`src/rtl/mips_cp0_pkg.sv`:
```
// mips_cp0_pkg: shared definitions for the CP0 register file.
//   - CP0 register numbers (the rd field of mfc0/mtc0)
//   - ExcCode values written into Cause.ExcCode
//   - Status/Cause field bit positions and mtc0 write masks
//   - read-word composition helpers for Status and Cause
package mips_cp0_pkg;

  // CP0 register numbers
  localparam logic [4:0] CP0_BADVADDR = 5'd8;
  localparam logic [4:0] CP0_COUNT    = 5'd9;
  localparam logic [4:0] CP0_COMPARE  = 5'd11;
  localparam logic [4:0] CP0_STATUS   = 5'd12;
  localparam logic [4:0] CP0_CAUSE    = 5'd13;
  localparam logic [4:0] CP0_EPC      = 5'd14;

  // Exception codes
  localparam logic [4:0] EXC_INT  = 5'h00;
  localparam logic [4:0] EXC_ADEL = 5'h04;
  localparam logic [4:0] EXC_ADES = 5'h05;
  localparam logic [4:0] EXC_SYS  = 5'h08;
  localparam logic [4:0] EXC_BP   = 5'h09;
  localparam logic [4:0] EXC_RI   = 5'h0a;
  localparam logic [4:0] EXC_OV   = 5'h0c;

  // Status field positions
  localparam int STATUS_BEV    = 22;
  localparam int STATUS_IM_LSB = 8;
  localparam int STATUS_EXL    = 1;
  localparam int STATUS_IE     = 0;

  // Cause field positions
  localparam int CAUSE_BD        = 31;
  localparam int CAUSE_TI        = 30;
  localparam int CAUSE_IPHW_LSB  = 10;
  localparam int CAUSE_IPSW_LSB  = 8;
  localparam int CAUSE_EXC_LSB   = 2;

  // Bits an mtc0 is allowed to change
  localparam logic [31:0] STATUS_WMASK = 32'h0000_FF03;
  localparam logic [31:0] CAUSE_WMASK  = 32'h0000_0300;

  // Status as seen by mfc0: BEV is hard-wired to 1, unlisted bits read 0.
  function automatic logic [31:0] status_word(input logic [7:0] im,
                                              input logic       exl,
                                              input logic       ie);
    logic [31:0] w;
    w                            = '0;
    w[STATUS_BEV]                = 1'b1;
    w[STATUS_IM_LSB +: 8]        = im;
    w[STATUS_EXL]                = exl;
    w[STATUS_IE]                 = ie;
    return w;
  endfunction

  // Cause as seen by mfc0.
  function automatic logic [31:0] cause_word(input logic       bd,
                                             input logic       ti,
                                             input logic [5:0] ip_hw,
                                             input logic [1:0] ip_sw,
                                             input logic [4:0] exc);
    logic [31:0] w;
    w                           = '0;
    w[CAUSE_BD]                 = bd;
    w[CAUSE_TI]                 = ti;
    w[CAUSE_IPHW_LSB +: 6]      = ip_hw;
    w[CAUSE_IPSW_LSB +: 2]      = ip_sw;
    w[CAUSE_EXC_LSB +: 5]       = exc;
    return w;
  endfunction

endpackage

```
`src/rtl/cp0_timer.sv`:
```
// cp0_timer: Count/Compare timer of CP0.
//   clk, rst (async, active-low)
//   count_we / compare_we / wdata : mtc0 writes to registers 9 / 11
//   count, compare                : current register values
//   ti                            : timer interrupt flag (Cause.TI)
// Count advances every second cycle; TI is sticky until Compare is written.
module cp0_timer (
  input  logic        clk,
  input  logic        rst,
  input  logic        count_we,
  input  logic        compare_we,
  input  logic [31:0] wdata,
  output logic [31:0] count,
  output logic [31:0] compare,
  output logic        ti
);

  logic tick;
  logic match;

  assign match = (count == compare) && (compare != 32'd0);

  always_ff @(posedge clk or negedge rst) begin
    if (!rst) begin
      tick    <= 1'b0;
      count   <= '0;
      compare <= '0;
      ti      <= 1'b0;
    end else begin
      tick <= ~tick;
      // An explicit write wins over this cycle's increment; wrap is natural.
      if (count_we)
        count <= wdata;
      else if (tick)
        count <= count + 32'd1;
      // Writing Compare is the only way to acknowledge the timer interrupt.
      if (compare_we) begin
        compare <= wdata;
        ti      <= 1'b0;
      end else if (match) begin
        ti <= 1'b1;
      end
    end
  end

endmodule

```
`src/rtl/cp0_regfile.sv`:
```
// cp0_regfile: CP0 register file and exception/eret sequencer.
//   clk, rst (async, active-low)
//   CP0WrEn/addr/wdata   : mtc0 commit
//   CP0Rd/addr -> rdata  : mfc0 read (combinational, 0 when not reading)
//   Exception/ExcCode/isBD/pc/bad_addr : exception commit
//   eret_flush           : eret commit
//   hw_int               : external level-sensitive interrupt lines
//   Interrupt            : enabled pending interrupt to the decoder
//   flush/redirect_pc    : same-cycle fetch redirect
//   epc_out              : current EPC
// Priority when strobes coincide: Exception > eret_flush > CP0WrEn; the
// losers are dropped for that cycle.
module cp0_regfile
  import mips_cp0_pkg::*;
#(
  parameter logic [31:0] EXC_VECTOR = 32'hBFC0_0380,
  parameter logic [31:0] STATUS_RST = 32'h0040_0000
) (
  input  logic        clk,
  input  logic        rst,
  input  logic        CP0WrEn,
  input  logic        CP0Rd,
  input  logic [4:0]  addr,
  input  logic [31:0] wdata,
  input  logic        Exception,
  input  logic [4:0]  ExcCode,
  input  logic        isBD,
  input  logic        eret_flush,
  input  logic [31:0] pc,
  input  logic [31:0] bad_addr,
  input  logic [5:0]  hw_int,
  output logic [31:0] rdata,
  output logic        Interrupt,
  output logic        flush,
  output logic [31:0] redirect_pc,
  output logic [31:0] epc_out
);

  logic [7:0]  status_im;
  logic        status_exl;
  logic        status_ie;
  logic        cause_bd;
  logic [4:0]  cause_exc;
  logic [5:0]  cause_ip_hw;
  logic [1:0]  cause_ip_sw;
  logic [31:0] epc;
  logic [31:0] badvaddr;

  logic [31:0] count;
  logic [31:0] compare;
  logic        ti;

  logic        wr_ok;
  logic        addr_exc;
  logic [31:0] status_rd;
  logic [31:0] cause_rd;
  logic [7:0]  ip_all;

  // mtc0 only lands when no higher-priority commit occupies the cycle.
  assign wr_ok    = CP0WrEn & ~Exception & ~eret_flush;
  assign addr_exc = (ExcCode == EXC_ADEL) || (ExcCode == EXC_ADES);

  assign status_rd = status_word(status_im, status_exl, status_ie);
  assign cause_rd  = cause_word(cause_bd, ti, cause_ip_hw, cause_ip_sw, cause_exc);
  assign ip_all    = {cause_ip_hw, cause_ip_sw};

  cp0_timer u_timer (
    .clk        (clk),
    .rst        (rst),
    .count_we   (wr_ok && (addr == CP0_COUNT)),
    .compare_we (wr_ok && (addr == CP0_COMPARE)),
    .wdata      (wdata),
    .count      (count),
    .compare    (compare),
    .ti         (ti)
  );

  // Architectural state update
  always_ff @(posedge clk or negedge rst) begin
    if (!rst) begin
      status_im   <= STATUS_RST[STATUS_IM_LSB +: 8];
      status_exl  <= STATUS_RST[STATUS_EXL];
      status_ie   <= STATUS_RST[STATUS_IE];
      cause_bd    <= 1'b0;
      cause_exc   <= '0;
      cause_ip_hw <= '0;
      cause_ip_sw <= '0;
      epc         <= '0;
      badvaddr    <= '0;
    end else begin
      // Timer interrupt is folded onto the top hardware line.
      cause_ip_hw <= {hw_int[5] | ti, hw_int[4:0]};
      if (Exception) begin
        status_exl <= 1'b1;
        cause_exc  <= ExcCode;
        // A nested exception must not lose the original return point.
        if (!status_exl) begin
          epc      <= isBD ? (pc - 32'd4) : pc;
          cause_bd <= isBD;
        end
        if (addr_exc)
          badvaddr <= bad_addr;
      end else if (eret_flush) begin
        status_exl <= 1'b0;
      end else if (wr_ok) begin
        case (addr)
          CP0_STATUS: begin
            status_im  <= wdata[STATUS_IM_LSB +: 8];
            status_exl <= wdata[STATUS_EXL];
            status_ie  <= wdata[STATUS_IE];
          end
          CP0_CAUSE: cause_ip_sw <= wdata[CAUSE_IPSW_LSB +: 2];
          CP0_EPC:   epc         <= wdata;
          default: ;
        endcase
      end
    end
  end

  // mfc0 read mux
  always_comb begin
    rdata = '0;
    if (CP0Rd) begin
      case (addr)
        CP0_BADVADDR: rdata = badvaddr;
        CP0_COUNT:    rdata = count;
        CP0_COMPARE:  rdata = compare;
        CP0_STATUS:   rdata = status_rd;
        CP0_CAUSE:    rdata = cause_rd;
        CP0_EPC:      rdata = epc;
        default:      rdata = '0;
      endcase
    end
  end

  assign Interrupt   = status_ie & ~status_exl & (|(ip_all & status_im));
  assign flush       = Exception | eret_flush;
  assign redirect_pc = Exception ? EXC_VECTOR : epc;
  assign epc_out     = epc;

endmodule

```
`config.mk`:
```
export PLATFORM = sky130hd
export DESIGN_NAME = cp0_regfile
export DESIGN_NICKNAME = d
export VERILOG_FILES = /design/src/rtl/mips_cp0_pkg.sv /design/src/rtl/cp0_timer.sv /design/src/rtl/cp0_regfile.sv
export SDC_FILE = /design/constraint.sdc
export NUM_CORES = 1
export LEC_CHECK = 0
export ABC_AREA = 1
export CORE_UTILIZATION = 48
export CTS_BUF_LIST = sky130_fd_sc_hd__clkbuf_4 sky130_fd_sc_hd__clkbuf_8
export DETAILED_ROUTE_END_ITERATION = 8
export HOLD_SLACK_MARGIN = 0.08
export PLACE_DENSITY = 0.81
export SLEW_MARGIN = 10
export SYNTH_ARGS = -nofsm -noshare
export SYNTH_HDL_FRONTEND = slang
export SYNTH_HIERARCHICAL = 1
export SYNTH_SLANG_ARGS = --single-unit
```
`constraint.sdc`:
```
create_clock -name clk -period 1.6 [get_ports clk]
set_input_delay 0.16 -clock clk [delete_from_list [all_inputs] [get_ports clk]]
set_output_delay 0.16 -clock clk [all_outputs]
set_load 0.005 [all_outputs]
```
==> impl_metrics.py <==
metrics = {
    "routing": {
        "wl_um": 48400,
        "via_per_inst": 6.05,
        "drtIter0Drc": 1620,
        "drcViolationCount": 0,
        "vias": 13200,
        "drt_first_pass_iters": 7,
        "wl_per_cell_um": 22.2,
        "antenna_left": 0,
    },
    "cts": {
        "clockBufferDepth": 2,
        "tritoncts": "yes",
        "cts_root_buf": "clkbuf_8",
        "clock-sinks": 154,
        "clkTransAtPathRegs_ns": 0.10,
        "cts_buffers": 17,
        "clk_latency_ns": 0.48,
        "htreeDepth": 4,
    },
    "timing": {
        "max_clock_freq_ghz": 0.548,
        "whs_ns": 0.136,
        "finClkSkew_ns": 0.0212,
        "worst_pin_slew_ns": 0.423,
        "hold_viol": 0,
        "setup_violations": 40,
        "worst_slack_ns": -0.224,
        "fin_crit_sh_pct": 114,
        "relSlewSlack_pct": 71.6,
        "period_needed_ns": 1.82,
        "drv_slew": 0,
        "rsz0062_at_grt": "true",
        "finalSetupTns_ns": -3.81,
    },
    "setup_path": {
        "cp_max_fo": 5,
        "crit_top_cell": "nand4_1",
        "crit_type": "flop to flop",
        "crit_chain": "buf_6, nand4_1, inv_1, nand4_1, o21ai_1, nand3_1, nand2_1",
        "end_kind": "flop",
        "slowest_stage": "dfrtp_2",
        "required_ns": 2.02,
        "crit_arrival_ns": 2.24,
        "max_stage_delay_ns": 0.46,
        "startpoint_type": "flop",
        "ff2ff_setup_slack_ns": -0.22,
        "rr_worst_depth": 7,
    },
    "floorplan": {
        "initial_utilization_pct": 49.4,
        "io_pins": 217,
        "placement_rows": 52,
        "die_y_um": 147,
        "die_w_um": 147,
        "core_sq_um": 20400,
        "dieArea_sq_um": 21600,
    },
    "global_routing": {
        "grt_pass1_vias": 12200,
        "grt_pass1_wl_um": 67500,
        "grt_max_degree": 51,
        "antenna_found_initial": 1,
        "overflow": 0,
        "grt_usage_pct": 41.4,
    },
    "logic_synthesis": {
        "synth-warning-count": 6,
        "synthFlopType": "dfrtp_1",
        "ys_ff_latch": 154,
        "ys_top_cells_by_area": "dfrtp_1 38%, nand2_1 13%, nor2_1 6.6%",
        "ys_seq_area_share_pct": 38.3,
        "synth_cell_types": 47,
        "synth_top_area_share_pct": 38.3,
        "avgSynthCellArea_sq_um": 7.18,
        "synth_top_area_cell": "dfrtp_1",
        "async_flop_share_pct": 100,
        "syn_inst": 1402,
        "yosys-top-cells-count": "336 x nand2_1, 177 x nor2_1, 156 x inv_1, 154 x dfrtp_1, 83 x nand3_1",
        "synth_edf_count": 0,
        "synth_area_sq_um": 10100,
        "synth.most_common_cell": "nand2_1",
        "synth_nets": 1523,
    },
    "pwr": {
        "power.total_w": 0.0138,
        "ir_drop_mv": 0.600,
        "p_per_area_nw_per_um2": 850,
        "leakagePower_nw": 7.54,
    },
    "finish": {
        "nNetsFinal": 2018,
        "drive_gt1_share_pct": 36.0,
        "syn2layout_area_growth_pct": 61.2,
    },
    "place": {
        "io_buffers": 216,
        "pre_cts_ws_ns": -0.904,
        "hpwl_um": 32100,
        "place_congestion": 1.01,
    },
    "status": {
        "violations": "setup timing",
        "status": "finished with violations",
    },
    "flow_run": {
        "drv_cap": 0,
    },
    "worst_hold_path": {
        "hold_class": "primary input to async pin",
    },
}
-- power breakdown --
part,total [W],internal (W),switching (W),leakage (nW)
combinational,0.00547,0.00268,0.00279,5.56
sequential,0.00519,0.00454,0.000649,1.79
clock,0.00313,0.00141,0.00172,0.201
total,0.0138,0.00862,0.00516,7.54
-- cell usage in the layout, fill, tap and decap left out, types with 8 or more instances in the layout --
master           instances
nand2_1                310
buf_4                  255
nor2_1                 161
inv_1                  132
dfrtp_1                129
clkdlybuf4s50_1        112
nand3_1                 60
o21ai_0                 53
a21oi_1                 49
buf_6                   47
dlygate4sd2_1           44
buf_2                   37
inv_2                   35
nand4_1                 35
nand2_2                 29
mux2_2                  29
o21ai_1                 25
dfrtp_2                 25
a22oi_1                 24
buf_12                  23
nand3_2                 22
nor2_4                  20
clkbuf_8                20
xor2_1                  18
a41oi_2                 17
nor3_1                  15
xnor2_1                 15
nor2_2                  14
a21oi_2                 11
o21ai_2                 11
or2_2                    9
nand3_4                  8
-- metrics by stage --
| step | cells | instance area (sq um) | utilization, % |
|---|---|---|---|
| 2_1_floorplan | 1402 | 10100 | - |
| 3_3_place_gp | 2038 | 14100 | 69.0 |
| 3_5_place_dp | 2038 | 14100 | 69.0 |
| 4_1_cts | 2144 | 15400 | 75.9 |
| 5_1_grt | 2180 | 16200 | 79.7 |
| 6_report | 2181 | 16200 | 79.7 |
-- flip-flops by register name, summed over array words and instances, names as in the netlist --
register,count
badvaddr,32
cause_ip_hw,6
cause_bd,1
epc_out,32
status_im,8
status_ie,1
status_exl,1
cause_exc,5
u_timer/tick,1
cause_ip_sw,2
u_timer/compare,32
u_timer/ti,1
u_timer/count,32
-- metal layers --
layer | vias up | global-route usage, % | wire length [um]
met5 | - | 0 | 11
met4 | 2 | 25.1 | 3830
met3 | 300 | 8.11 | 5520
met2 | 1192 | 66.2 | 21900
met1 | 6110 | 51.7 | 17200
li1 | 5586 | - | -
-- final cells by class --
cell class | instances | area (sq um)
antenna | 1 | 2.50
clock buffer | 20 | 275
clock inverter | 12 | 129
fill | 1334 | 4140
inverter | 173 | 679
multi-input combinational | 1016 | 6120
sequential | 154 | 3880
tap | 270 | 338
timing repair buffer | 535 | 4790
-- kinds of logic (layout without fill, tap and decap cells) --
family / after synthesis / in the layout / share of synthesized area [%]
fa+ha+maj: 2 / 2 / 0.249
buf+inv: 232 / 740 / 9.27
compound gates: 232 / 232 / 13.7
other cells: 0 / 1 / 0
xor+xnor: 41 / 41 / 3.57
simple gates: 712 / 712 / 31.6
mux: 29 / 29 / 3.24
flops: 154 / 154 / 38.3
-- timing repair --
item | CTS | global route
setup endpoints to repair | 139 | 73
pin swaps | 82 | 94
endpoints found under the hold margin | 154 | 0
setup buffers | 73 | 39
gates resized for setup | 400 | 147
hold buffers | 1 | 0
gates cloned | 4 | 0
-- path summary, 6_finish.rpt --
path / from / end
setup / recovery: u_timer/count[12]$_DFFE_PN0P_ / u_timer/count[23]$_DFFE_PN0P_
hold / removal: rst / u_timer/count[2]$_DFFE_PN0P_
setup reg to reg: u_timer/count[12]$_DFFE_PN0P_ / u_timer/count[23]$_DFFE_PN0P_
hold reg to reg: badvaddr[25]$_DFFE_PN0P_ / badvaddr[25]$_DFFE_PN0P_
max in group asynchronous: rst / u_timer/count[20]$_DFFE_PN0P_
min in group clk: hw_int[1] / cause_ip_hw[1]$_DFF_PN0_
-- worst max-delay path: cells and delay by family (launching register included) --
kind / cells / cell delay (ns)
buffers and inverters: 2 / 0.35
AOI/OAI and AO/OA: 1 / 0.21
and+or+nand+nor: 4 / 0.74
DFF: 1 / 0.46
(Power assumes the default switching activity.)
